File: src/rtl/vga_pkg.sv
// Shared constants and FSM encoding for the VGA pixel-plot arbiter.
// Coordinate widths match the vga_adapter's 160x120 frame.
package vga_pkg;

    localparam int XMAX_DEF = 159;
    localparam int YMAX_DEF = 119;

    localparam int XW = 8;
    localparam int YW = 7;
    localparam int CW = 3;
    localparam int IW = 2;

    typedef enum logic {
        IDLE   = 1'b0,
        LOCKED = 1'b1
    } state_t;

endpackage

File: src/rtl/vga_plot_arbiter_rr_pick.sv
// Combinational round-robin selector: first valid index at or after i_ptr.
module rr_pick
    import vga_pkg::*;
#(
    parameter int NREQ = 3
)
(
    input  logic [NREQ-1:0] i_valid,
    input  logic [IW-1:0]   i_ptr,
    output logic [IW-1:0]   o_idx,
    output logic            o_found
);

    logic [IW-1:0] w_j;

    // Walk the search order backwards so the nearest candidate wins last.
    always_comb begin
        o_idx   = '0;
        o_found = 1'b0;
        w_j     = '0;
        for (int k = NREQ - 1; k >= 0; k--) begin
            w_j = IW'((int'(i_ptr) + k) % NREQ);
            if (i_valid[w_j]) begin
                o_idx   = w_j;
                o_found = 1'b1;
            end
        end
    end

endmodule

File: src/rtl/vga_plot_arbiter.sv
// Locks one pixel requester per primitive and forwards its pixels to the vga_adapter.
// Define VGA_ARB_CLIP_EN to drop and count pixels outside 0..XMAX / 0..YMAX.
module vga_plot_arbiter
    import vga_pkg::*;
#(
    parameter int NREQ = 3,
    parameter int XMAX = XMAX_DEF,
    parameter int YMAX = YMAX_DEF
)
(
    input  logic               CLOCK_50,
    input  logic               Reset,
    input  logic [NREQ-1:0]    req_valid,
    input  logic [NREQ-1:0]    req_last,
    input  logic [XW*NREQ-1:0] req_x,
    input  logic [YW*NREQ-1:0] req_y,
    input  logic [CW*NREQ-1:0] req_colour,
    output logic [NREQ-1:0]    req_ready,
    output logic [XW-1:0]      vga_x,
    output logic [YW-1:0]      vga_y,
    output logic [CW-1:0]      vga_colour,
    output logic               vga_plot,
    output logic [IW-1:0]      owner,
    output logic               busy,
    output logic [7:0]         clip_count
);

    state_t        r_state;
    state_t        w_next;
    logic [IW-1:0] r_rr_ptr;
    logic [IW-1:0] r_owner;

    logic [IW-1:0] w_win;
    logic          w_found;

    logic          w_valid;
    logic          w_last;
    logic [XW-1:0] w_x;
    logic [YW-1:0] w_y;
    logic [CW-1:0] w_c;
    logic          w_acc;
    logic          w_clip;

    logic [XW-1:0] r_vga_x;
    logic [YW-1:0] r_vga_y;
    logic [CW-1:0] r_vga_c;
    logic          r_vga_plot;

    rr_pick #(.NREQ(NREQ)) u_pick (
        .i_valid (req_valid),
        .i_ptr   (r_rr_ptr),
        .o_idx   (w_win),
        .o_found (w_found)
    );

    // Only the grant holder's request lines are ever looked at.
    always_comb begin
        w_valid = 1'b0;
        w_last  = 1'b0;
        w_x     = '0;
        w_y     = '0;
        w_c     = '0;
        for (int i = 0; i < NREQ; i++) begin
            if (r_owner == IW'(i)) begin
                w_valid = req_valid[i];
                w_last  = req_last[i];
                w_x     = req_x[XW*i +: XW];
                w_y     = req_y[YW*i +: YW];
                w_c     = req_colour[CW*i +: CW];
            end
        end
    end

    assign w_acc = (r_state == LOCKED) && w_valid;

    always_ff @(posedge CLOCK_50 or negedge Reset) begin
        if (!Reset) begin
            r_state <= IDLE;
        end else begin
            r_state <= w_next;
        end
    end

    always_comb begin
        w_next = r_state;
        unique case (r_state)
            IDLE:    if (w_found)         w_next = LOCKED;
            LOCKED:  if (w_acc && w_last) w_next = IDLE;
            default: w_next = IDLE;
        endcase
    end

    always_comb begin
        req_ready = '0;
        busy      = (r_state == LOCKED);
        if (r_state == LOCKED) begin
            req_ready[r_owner] = 1'b1;
        end
    end

    always_ff @(posedge CLOCK_50 or negedge Reset) begin
        if (!Reset) begin
            r_owner  <= '0;
            r_rr_ptr <= '0;
        end else begin
            if (r_state == IDLE && w_found) begin
                r_owner <= w_win;
            end
            if (w_acc && w_last) begin
                r_rr_ptr <= (r_owner == IW'(NREQ - 1)) ? '0 : r_owner + 1'b1;
            end
        end
    end

    always_ff @(posedge CLOCK_50 or negedge Reset) begin
        if (!Reset) begin
            r_vga_x    <= '0;
            r_vga_y    <= '0;
            r_vga_c    <= '0;
            r_vga_plot <= 1'b0;
        end else begin
            r_vga_plot <= w_acc && !w_clip;
            if (w_acc) begin
                r_vga_x <= w_x;
                r_vga_y <= w_y;
                r_vga_c <= w_c;
            end
        end
    end

`ifdef VGA_ARB_CLIP_EN
    localparam logic [XW-1:0] XLIM = XW'(XMAX);
    localparam logic [YW-1:0] YLIM = YW'(YMAX);

    logic [7:0] r_clip_cnt;

    assign w_clip = (w_x > XLIM) || (w_y > YLIM);

    always_ff @(posedge CLOCK_50 or negedge Reset) begin
        if (!Reset) begin
            r_clip_cnt <= '0;
        end else if (w_acc && w_clip && r_clip_cnt != 8'hFF) begin
            r_clip_cnt <= r_clip_cnt + 8'd1;
        end
    end

    assign clip_count = r_clip_cnt;
`else
    assign w_clip     = 1'b0;
    assign clip_count = 8'd0;
`endif

    assign vga_x      = r_vga_x;
    assign vga_y      = r_vga_y;
    assign vga_colour = r_vga_c;
    assign vga_plot   = r_vga_plot;
    assign owner      = r_owner;

endmodule

File: config.mk
export PLATFORM = sky130hd
export DESIGN_NAME = vga_plot_arbiter
export DESIGN_NICKNAME = d
export VERILOG_FILES = /design/src/rtl/vga_pkg.sv /design/src/rtl/vga_plot_arbiter_rr_pick.sv /design/src/rtl/vga_plot_arbiter.sv
export SDC_FILE = /design/constraint.sdc
export NUM_CORES = 1
export LEC_CHECK = 0
export CORE_MARGIN = 3
export CORE_UTILIZATION = 37
export DETAILED_ROUTE_END_ITERATION = 6
export GPL_TIMING_DRIVEN = 1
export MAX_ROUTING_LAYER = met4
export PLACE_DENSITY = 0.82
export SLEW_MARGIN = 10
export SYNTH_ARGS = -nofsm -noshare
export SYNTH_HDL_FRONTEND = slang
export SYNTH_SLANG_ARGS = --single-unit
File: constraint.sdc
create_clock -name CLOCK_50 -period 2.5 [get_ports CLOCK_50]
set_input_delay 0.75 -clock CLOCK_50 [delete_from_list [all_inputs] [get_ports CLOCK_50]]
set_output_delay 0.75 -clock CLOCK_50 [all_outputs]
set_load 0.01 [all_outputs]
==> flow_summary.ini, run 1 <==
[outcome]
status = finished, final reports clean

[grt]
grt_usage_pct = 17.7
gr-total-overflow = 0
grt_pass1_wl_mm = 7.13
grt_pass1_vias = 1580
antenna_found_initial = 0
grt_max_degree = 37

[die]
io_pins = 95
die-area_um2 = 5080
fp-row-count = 23
start_util_pct = 38.8
die_width_um = 71.3
core_um2 = 4060
dieHeight_um = 71.3

[power_and_ir_drop]
power_frac_comb_pct = 61.1
switching_share_pct = 39.5
vdd_drop_max_uv = 496
power-per-cell-area_nw_per_um2 = 1050
power.internal_uw = 1620
clkPwrFrac_pct = 12.5
power.switching_uw = 1050
pwr-share-seq_pct = 26.3
power.leakage_uw = 0.00113
power_uw = 2670

[job]
drv_cap = 0

[min_path]
hold_path.class = reg -> reg
min_from = vga_y[5]

[cts]
postCtsSetupBuffers = 0
hold_buffers = 0
h-tree-depth = 1
cts_root_buf = clkbuf_8
insertion_delay_ns = 0.26
cts_resized = 0
clock_sinks = 24
cts_buffers = 3
path_clk_slew_ns = 0.08
tritoncts = built
clockBufferDepth = 2

[route]
ant_nets = 0
wl_per_cell_um = 13.1
dr.pass1.iters = 4
drc = 0
via_per_inst = 4.90
routed_wl_mm = 4.23
vias = 1588
drtIter0Drc = 75

[sta]
skew_ns = 0.00139
finalCritPeriodShare_pct = 94.8
rsz0062_at_grt = false
timing.final.hold_violations = 0
setup_viol = 0
period_needed_ns = 2.37
timing.fmax_ghz = 0.422
report.final.slew_viol_count = 0
hold_ws_ns = 0.485
final.setup.tns_ns = 0

[synthesis]
yosysUniqueCellTypes = 30
yosysSeqAreaShare_pct = 38.1
syn_area_um2 = 1580
netlist_instances = 189
syn_avg_cell_area_um2 = 8.33
yosys_warnings = 0
synth_seq_cells = 24

[finish]
drive_above_1_share_pct = 7.66
final_common_cell = clkdlybuf4s50_1
nNetsFinal = 340
layout_common_cells = clkdlybuf4s50_1 (86), nand2_1 (26), o21ai_0 (26)
area_growth_pct = 61.5
diodes = 0

[placement]
gp_congestion = 1.06
port_buffers = 86
dp_hpwl_mm = 3.35

[setup_path]
slowest_stage = clkdlybuf4s50_1
arrival_ns = 1.62
path_max_fanout = 9
cp_data_required_time_ns = 1.75
slowest_delay_ns = 0.54
cp-start-kind = flop
path_cells = nor2b_2 -> and2_1 -> clkdlybuf4s50_1
path_class = reg -> out
endpoint_kind = output port
r2r-start = r_rr_ptr[0]
critPathLaunch = owner[0]
[kinds of logic after synthesis]
| logic type | synth area share, % |
|---|---|
| adders and majority gates | 2.38 |
| and+or+nand+nor | 14.9 |
| buffers and inverters | 8.90 |
| muxes | 15.3 |
| AOI/OAI and AO/OA | 20.2 |
| other | 0.238 |
| DFF | 38.1 |
[per-stage QoR]
stage                     setup WS [ns]  instance area, um2  util, %  instances
after floorplan                   0.444                1600        -        196
after global placement            0.158                2470     60.8        320
after detailed placement         0.0171                2470     60.8        320
after CTS                        0.0501                2540     62.5        324
after global routing             0.0253                2540     62.7        324
final                             0.129                2540     62.7        324
[final cells by class]
cell class	instances	area [um2]
inverters	7	26.3
clock inverters	1	30.0
fillers	360	1510
well taps	50	62.6
repair buffers	93	913
clock buffers	3	41.3
multi-input cells	146	868
flip-flops and latches	24	602
[layer usage]
layer	GRT usage, %	wire [um]	part of all wire, %
met1	21.9	1810	43
met2	30.5	2080	49
met3	2.52	310	7.3
met4	4.59	29	0.69
met5	-	0	0
[cells in the mapped netlist (all sizes together)]
cell type | n | area share (%)
a31oi | 1 | 0.40
clkbuf | 3 | 0.71
nor2 | 20 | 4.8
a221oi | 1 | 0.95
a21o | 1 | 0.56
nand2b | 2 | 0.79
ha | 3 | 2.4
o2111ai | 1 | 0.56
and2 | 1 | 0.40
mux2 | 2 | 1.9
mux2i | 21 | 13
nand2 | 27 | 6.6
nor3b | 2 | 0.95
conb | 1 | 0.24
a21oi | 23 | 7.5
o2bb2ai | 1 | 0.56
nor2b | 1 | 0.40
o211ai | 1 | 0.48
or2b | 1 | 0.48
dfrtp | 24 | 38
inv | 7 | 1.7
buf | 16 | 6.5
and3b | 1 | 0.56
a2bb2oi | 1 | 0.56
o21ai | 27 | 8.6
[flip-flops by register name, summed over array words and instances, names as in the netlist]
register and count:
vga_y 7, owner 2, vga_plot 1, vga_x 8, r_rr_ptr 2, vga_colour 3
busy 1
[power by group through the flow]
stage	Combinational, uW	Sequential, uW	Clock (uW)
detailed placement	1650	709	0
finish	1630	704	335
global route	1830	742	357
global placement	1610	700	0
floorplan	940	746	0
CTS	1650	703	344
[final timing paths]
check                               end  slack [ns]  cells past startpoint
setup / recovery           req_ready[2]        0.13                      3
hold / removal                 vga_y[5]        0.48                      2
setup reg to reg               owner[1]        0.56                      7
hold reg to reg                vga_y[5]        0.48                      2
max in group asynchronous          busy        1.40                      2
min in group asynchronous      vga_x[6]        0.85                      2
[critical path, delay by kind of cell (launching register included)]
kind                   cells  cell delay (ns)
buffers and inverters      1             0.54
flip-flops                 1             0.52
AND/OR/NAND/NOR            2             0.30
No activity file was read; power rests on OpenSTA's default activity.
==> run 2: changes to the inputs <==
--- a/config.mk
+++ b/config.mk
@@ -11,6 +11,7 @@
 export GPL_TIMING_DRIVEN = 1
 export MAX_ROUTING_LAYER = met4
 export PLACE_DENSITY = 0.82
+export SETUP_SLACK_MARGIN = 0.3
 export SLEW_MARGIN = 10
 export SYNTH_ARGS = -nofsm -noshare
 export SYNTH_HDL_FRONTEND = slang
==> run 2 against run 1 <==
Compared with the run above:
- global-route usage up 0.12 points
- clock power about the same
- design area up 1.4%
- first-iteration DRC count up 20%
- routed wire length up 1.2%
- worst hold slack about the same
- largest cell class unchanged
- combinational power up 4%
- sequential power down 3.1%
==> flow_summary.ini, run 2 (same netlist as run 1, synthesis figures left out) <==
[sta]
rsz0062_at_grt = false
period_needed_ns = 2.14
finalCritPeriodShare_pct = 85.5
setup_viol = 0
report.final.slew_viol_count = 0
skew_ns = 0.00248
timing.final.hold_violations = 0
timing.fmax_ghz = 0.468
final.setup.tns_ns = 0

[setup_path]
slowest_delay_ns = 0.49
cp_data_required_time_ns = 2.66
endpoint_kind = flop
cp_num_cells = 6
path_class = in -> reg
cp-start-kind = input pin
arrival_ns = 2.30
path_max_fanout = 6
slowest_stage = clkdlybuf4s50_1
path_buf_inv = 2
ff2ff_path_depth = 8
path_cells = clkdlybuf4s50_1 -> mux2_4 -> a221oi_2 -> a21oi_2 -> buf_4 -> a21o_2
cp_top_family = buffers and inverters

[grt]
grt_pass1_wl_mm = 7.20
met2_usage_pct = 30.7
grt_pass1_vias = 1573
grt.met1_usage_pct = 22.2
met3_usage_pct = 2.52
grt_max_degree = 37
gr-total-overflow = 0
grt_usage_pct = 17.9
busiest_layer = met2
antenna_found_initial = 0

[cts]
cts_buffers = 3
clockBufferDepth = 2
insertion_delay_ns = 0.26
path_clk_slew_ns = 0.08
h-tree-depth = 1
tritoncts = built
clock_sinks = 24
cts_root_buf = clkbuf_8

[finish]
design_area_um2 = 2580
layout_common_cells = clkdlybuf4s50_1 (82), nand2_1 (26), o21ai_0 (25)
final_common_cell = clkdlybuf4s50_1
layout.cells.non_filler = 328
area_growth_pct = 63.7
nNetsFinal = 344
largest_reg_flops = 8
diodes = 0
drive_above_1_share_pct = 9.71
fillers = 361

[route]
vias = 1598
dr.pass1.iters = 4
drtIter0Drc = 90
via_per_inst = 4.87
ant_nets = 0
routed_wl_mm = 4.28
drc = 0
wl_per_cell_um = 13.0

[die]
core_um2 = 4060
io_pins = 95
die-area_um2 = 5080
start_util_pct = 38.8
fp-row-count = 23
die_width_um = 71.3
dieHeight_um = 71.3

[outcome]
status = finished, final reports clean

[power_and_ir_drop]
vdd_drop_max_uv = 510
power-per-cell-area_nw_per_um2 = 1050
power.leakage_uw = 0.00118

[min_path]
hold_depth = 2
hold_path.class = reg -> reg

[placement]
port_buffers = 86
place_area_um2 = 2470
placed_cells = 320
dp_hpwl_mm = 3.35
gp_congestion = 1.06

[job]
drv_cap = 0
run 2: final timing paths:
kind | startpoint | to | slack, ns
hold reg to reg | vga_y[5] | vga_y[5] | 0.48
setup reg to reg | r_rr_ptr[0] | busy | 0.54
hold / removal | vga_y[5] | vga_y[5] | 0.48
min in group asynchronous | Reset | vga_x[6] | 0.85
max in group asynchronous | Reset | owner[0] | 1.39
setup / recovery | req_valid[0] | busy | 0.36
run 2: routing by layer:
metal,vias up,share of wire (%)
met5,-,0
met4,0,0.68
met3,2,7.5
met2,72,49
met1,722,42
li1,802,-
run 2: metrics by stage:
stage / util [%] / total power [uW] / hold WS [ns] / setup slack (ns)
finish: 63.6 / 2710 / 0.485 / 0.364
global route: 63.6 / 2980 / 0.523 / 0.303
CTS: 63.1 / 2720 / 0.490 / 0.229
detailed placement: 60.8 / 2360 / 0.470 / 0.0171
global placement: 60.8 / 2310 / 0.461 / 0.158
floorplan: - / 1690 / 0.454 / 0.444
run 2: final cells by class:
| cell class | instances | area [um2] | area share [%] |
|---|---|---|---|
| sequential | 24 | 604 | 23.4 |
| clock buffer | 3 | 41.3 | 1.60 |
| timing repair buffer | 97 | 946 | 36.7 |
| inverter | 7 | 26.3 | 1.02 |
| multi-input combinational | 146 | 868 | 33.7 |
| clock inverter | 1 | 30.0 | 1.16 |
| tap | 50 | 62.6 | 2.43 |
run 2: report_power, final:
part | total (uW) | internal (uW) | leakage (uW) | switching (uW)
registers | 682 | 573 | 0.000296 | 109
logic | 1700 | 860 | 0.000847 | 837
clock network | 336 | 214 | 0.0000357 | 122
total | 2710 | 1650 | 0.00118 | 1070
run 2: what timing repair did:
item | in CTS | in global routing
setup buffers | 2 | 2
pin swaps | 0 | 1
resized for setup | 6 | 3
cloned | 0 | 0
setup endpoints to repair | 4 | 2
hold buffers | 0 | 0
run 2: worst min-delay path, delay by kind of cell (launching register included):
| family | cells | cell delay (ns) |
|---|---|---|
| AND/OR/NAND/NOR | 1 | 0.04 |
| AO/OA/AOI/OAI | 1 | 0.06 |
| flip-flops | 1 | 0.35 |
==> edit (flow settings as in run 2) <==
Change the package constant `XW` from 8 to 16.
--- a/src/rtl/vga_pkg.sv
+++ b/src/rtl/vga_pkg.sv
@@ -5,7 +5,7 @@
     localparam int XMAX_DEF = 159;
     localparam int YMAX_DEF = 119;
 
-    localparam int XW = 8;
+    localparam int XW = 16;
     localparam int YW = 7;
     localparam int CW = 3;
     localparam int IW = 2;
Interface: changed (resized req_x and vga_x); port bits go from 95 to 127. No check against the original RTL was run, so the function may have changed too.
==> edit against run 2 <==
Synthesized area grew 28%; worst setup slack gained 0.0086 ns; clock power grew 19%; hold slack lost 0.0040 ns; sequential cell count grew 8; synthesized cell count grew 28%; wire length grew 35%; cell count grew 31%; via count grew 31%; power grew 26%; cell area grew 30%; count of clock-buffer cells in the layout grew 5; critical path type unchanged; largest cell class unchanged.
==> edit: results (changes against run 2) <==
stage;metric;value;unit;change
global_route;grt_pass1_wl;9.321;mm;+30%
clocking;numCtsBuffers;5;;+2
global_route;grt_use_met3;0.05079;;+0.02554
routing;initialDrtViolationCount;54;;-40%
layout;multi_input_area;0.001081;mm²;+24%
worst_hold_path;hp-class;flop to flop;;
placed_design;place.gp.congestion;0.9502;;-10%
clocking;cts.clk_slew.worst_paths;0.06;ns;-0.02 ns
placed_design;port_buffers;118;;+37%
power;p_leak;1.505;nW;+28%
layout;non_clock_inverter_count;7;;unchanged
global_route;gr-usage-met1;0.2168;;-0.005514
layout;buf_share;0.3768;;+0.009961
global_route;track_usage;0.1884;;+0.009802
routing;drt-total-wl;5.793;mm;+35%
routing;wl_met3;458;µm;+42%
power;irDropWorstVdd;0.0005396;V;+5.8%
routing;routedLengthMet1;2.304;mm;+28%
clocking;post_cts_buffers;2;;unchanged
layout;nets;449;;+31%
outcome;status;finished clean;;
synthesis;synth_edf_count;0;;unchanged
layout;drive_gt1_frac;0.06925;;-0.02787
layout;multi_input_cells;186;;+27%
synthesis;synthMuxAreaShare;0.1589;;+0.006406
synthesis;synthAdderAreaFrac;0.01862;;-0.005206
placed_design;hpwl;4.482;mm;+34%
synthesis;synth_top_area_frac;0.3973;;+0.01601
synthesis;ys_types;29;;-3.3%
routing;via_per_inst;4.847;;-0.51%
layout;seq_area;803.3;µm²;+33%
global_route;grtUsageMet2;0.3222;;+0.01506
power;pwr-share-clk;0.117;;-0.007
worst_setup_path;cpPeakStageDelay;0.51;ns;+0.02 ns
layout;n_all_buffers;128;;+32%
placed_design;pre_cts_ws;0.1157;ns;+0.09864 ns
synthesis;yosysSeqAreaShare;0.3973;;+0.01601
worst_setup_path;crit_family;multiplexers;;
synthesis;synth_area_leaders;dfrtp_1, mux2i_1, o21ai_0;;
global_route;grt_pass1_vias;2022;;+29%
synthesis;synthTopCellsByCount;nand2_1, o21ai_0, dfrtp_1, a21oi_1, mux2i_1;;
routing;met2WireLength;2.981;mm;+41%
layout;clock_area_frac;0.02689;;-0.0007707
clocking;htreeDepth;2;;+1
layout;fillers;449;;+24%
layout;clkbuf_count;8;;+5
synthesis;synthXorXnorAreaFrac;0;;unchanged
power;intPower;0.002057;W;+25%
synthesis;synth_compound_area_frac;0.1974;;-0.004354
sta;finClkSkew;0.003401;ns;+0.0009253 ns
power;pg_comb;0.00212;W;+25%
synthesis;synth_ff_type;dfrtp_1;;
clocking;clock_latency;0.28;ns;+0.02 ns
layout;largest_register_ff_count;16;;+8
clocking;cts_sinks;32;;+33%
-- edit: cell types whose count changed in the layout (fill, tap and decap cells not counted), sizes merged, moves of 5 or more --
cell | run 2 | this run
clkdlybuf4s50 | 82 | 114
a21oi | 23 | 31
dfrtp | 24 | 32
mux2i | 21 | 29
nand2 | 27 | 35
nor2 | 20 | 28
o21ai | 27 | 35
clkbuf | 3 | 8
-- edit: final timing paths --
kind | start | to | slack (ns) | depth (start not counted)
worst min-delay path | vga_x[15]$_DFFE_PN0P_ | vga_x[15]$_DFFE_PN0P_ | 0.48 | 2
worst min register to register | vga_x[15]$_DFFE_PN0P_ | vga_x[15]$_DFFE_PN0P_ | 0.48 | 2
min in group asynchronous | Reset | vga_colour[1]$_DFFE_PN0P_ | 0.87 | 2
max in group asynchronous | Reset | owner[0]$_DFFE_PN0P_ | 1.31 | 2
worst max register to register | r_rr_ptr[0]$_DFFE_PN0P_ | owner[1]$_DFFE_PN0P_ | 0.58 | 7
worst max-delay path | req_valid[0] | owner[1]$_DFFE_PN0P_ | 0.37 | 5
-- edit: kinds of logic (layout without fill, tap and decap cells) --
| kind of cell | after synthesis | count (layout) |
|---|---|---|
| AOI/OAI and AO/OA | 73 | 73 |
| adders and majority gates | 3 | 3 |
| buffers and inverters | 31 | 143 |
| DFF | 32 | 32 |
| muxes | 31 | 31 |
| other | 1 | 8 |
| and+or+nand+nor | 71 | 71 |
-- edit: stage by stage --
stage / cell area (µm²) / std cells / power (W) / hold slack, ns
6_report: 3351 / 431 / 0.003426 / 0.4806
5_1_grt: 3351 / 431 / 0.003744 / 0.5112
4_1_cts: 3348 / 431 / 0.003465 / 0.4852
3_5_place_dp: 3238 / 421 / 0.003037 / 0.4709
3_3_place_gp: 3238 / 421 / 0.002974 / 0.4611
2_1_floorplan: 2042 / 249 / 0.002158 / 0.4544
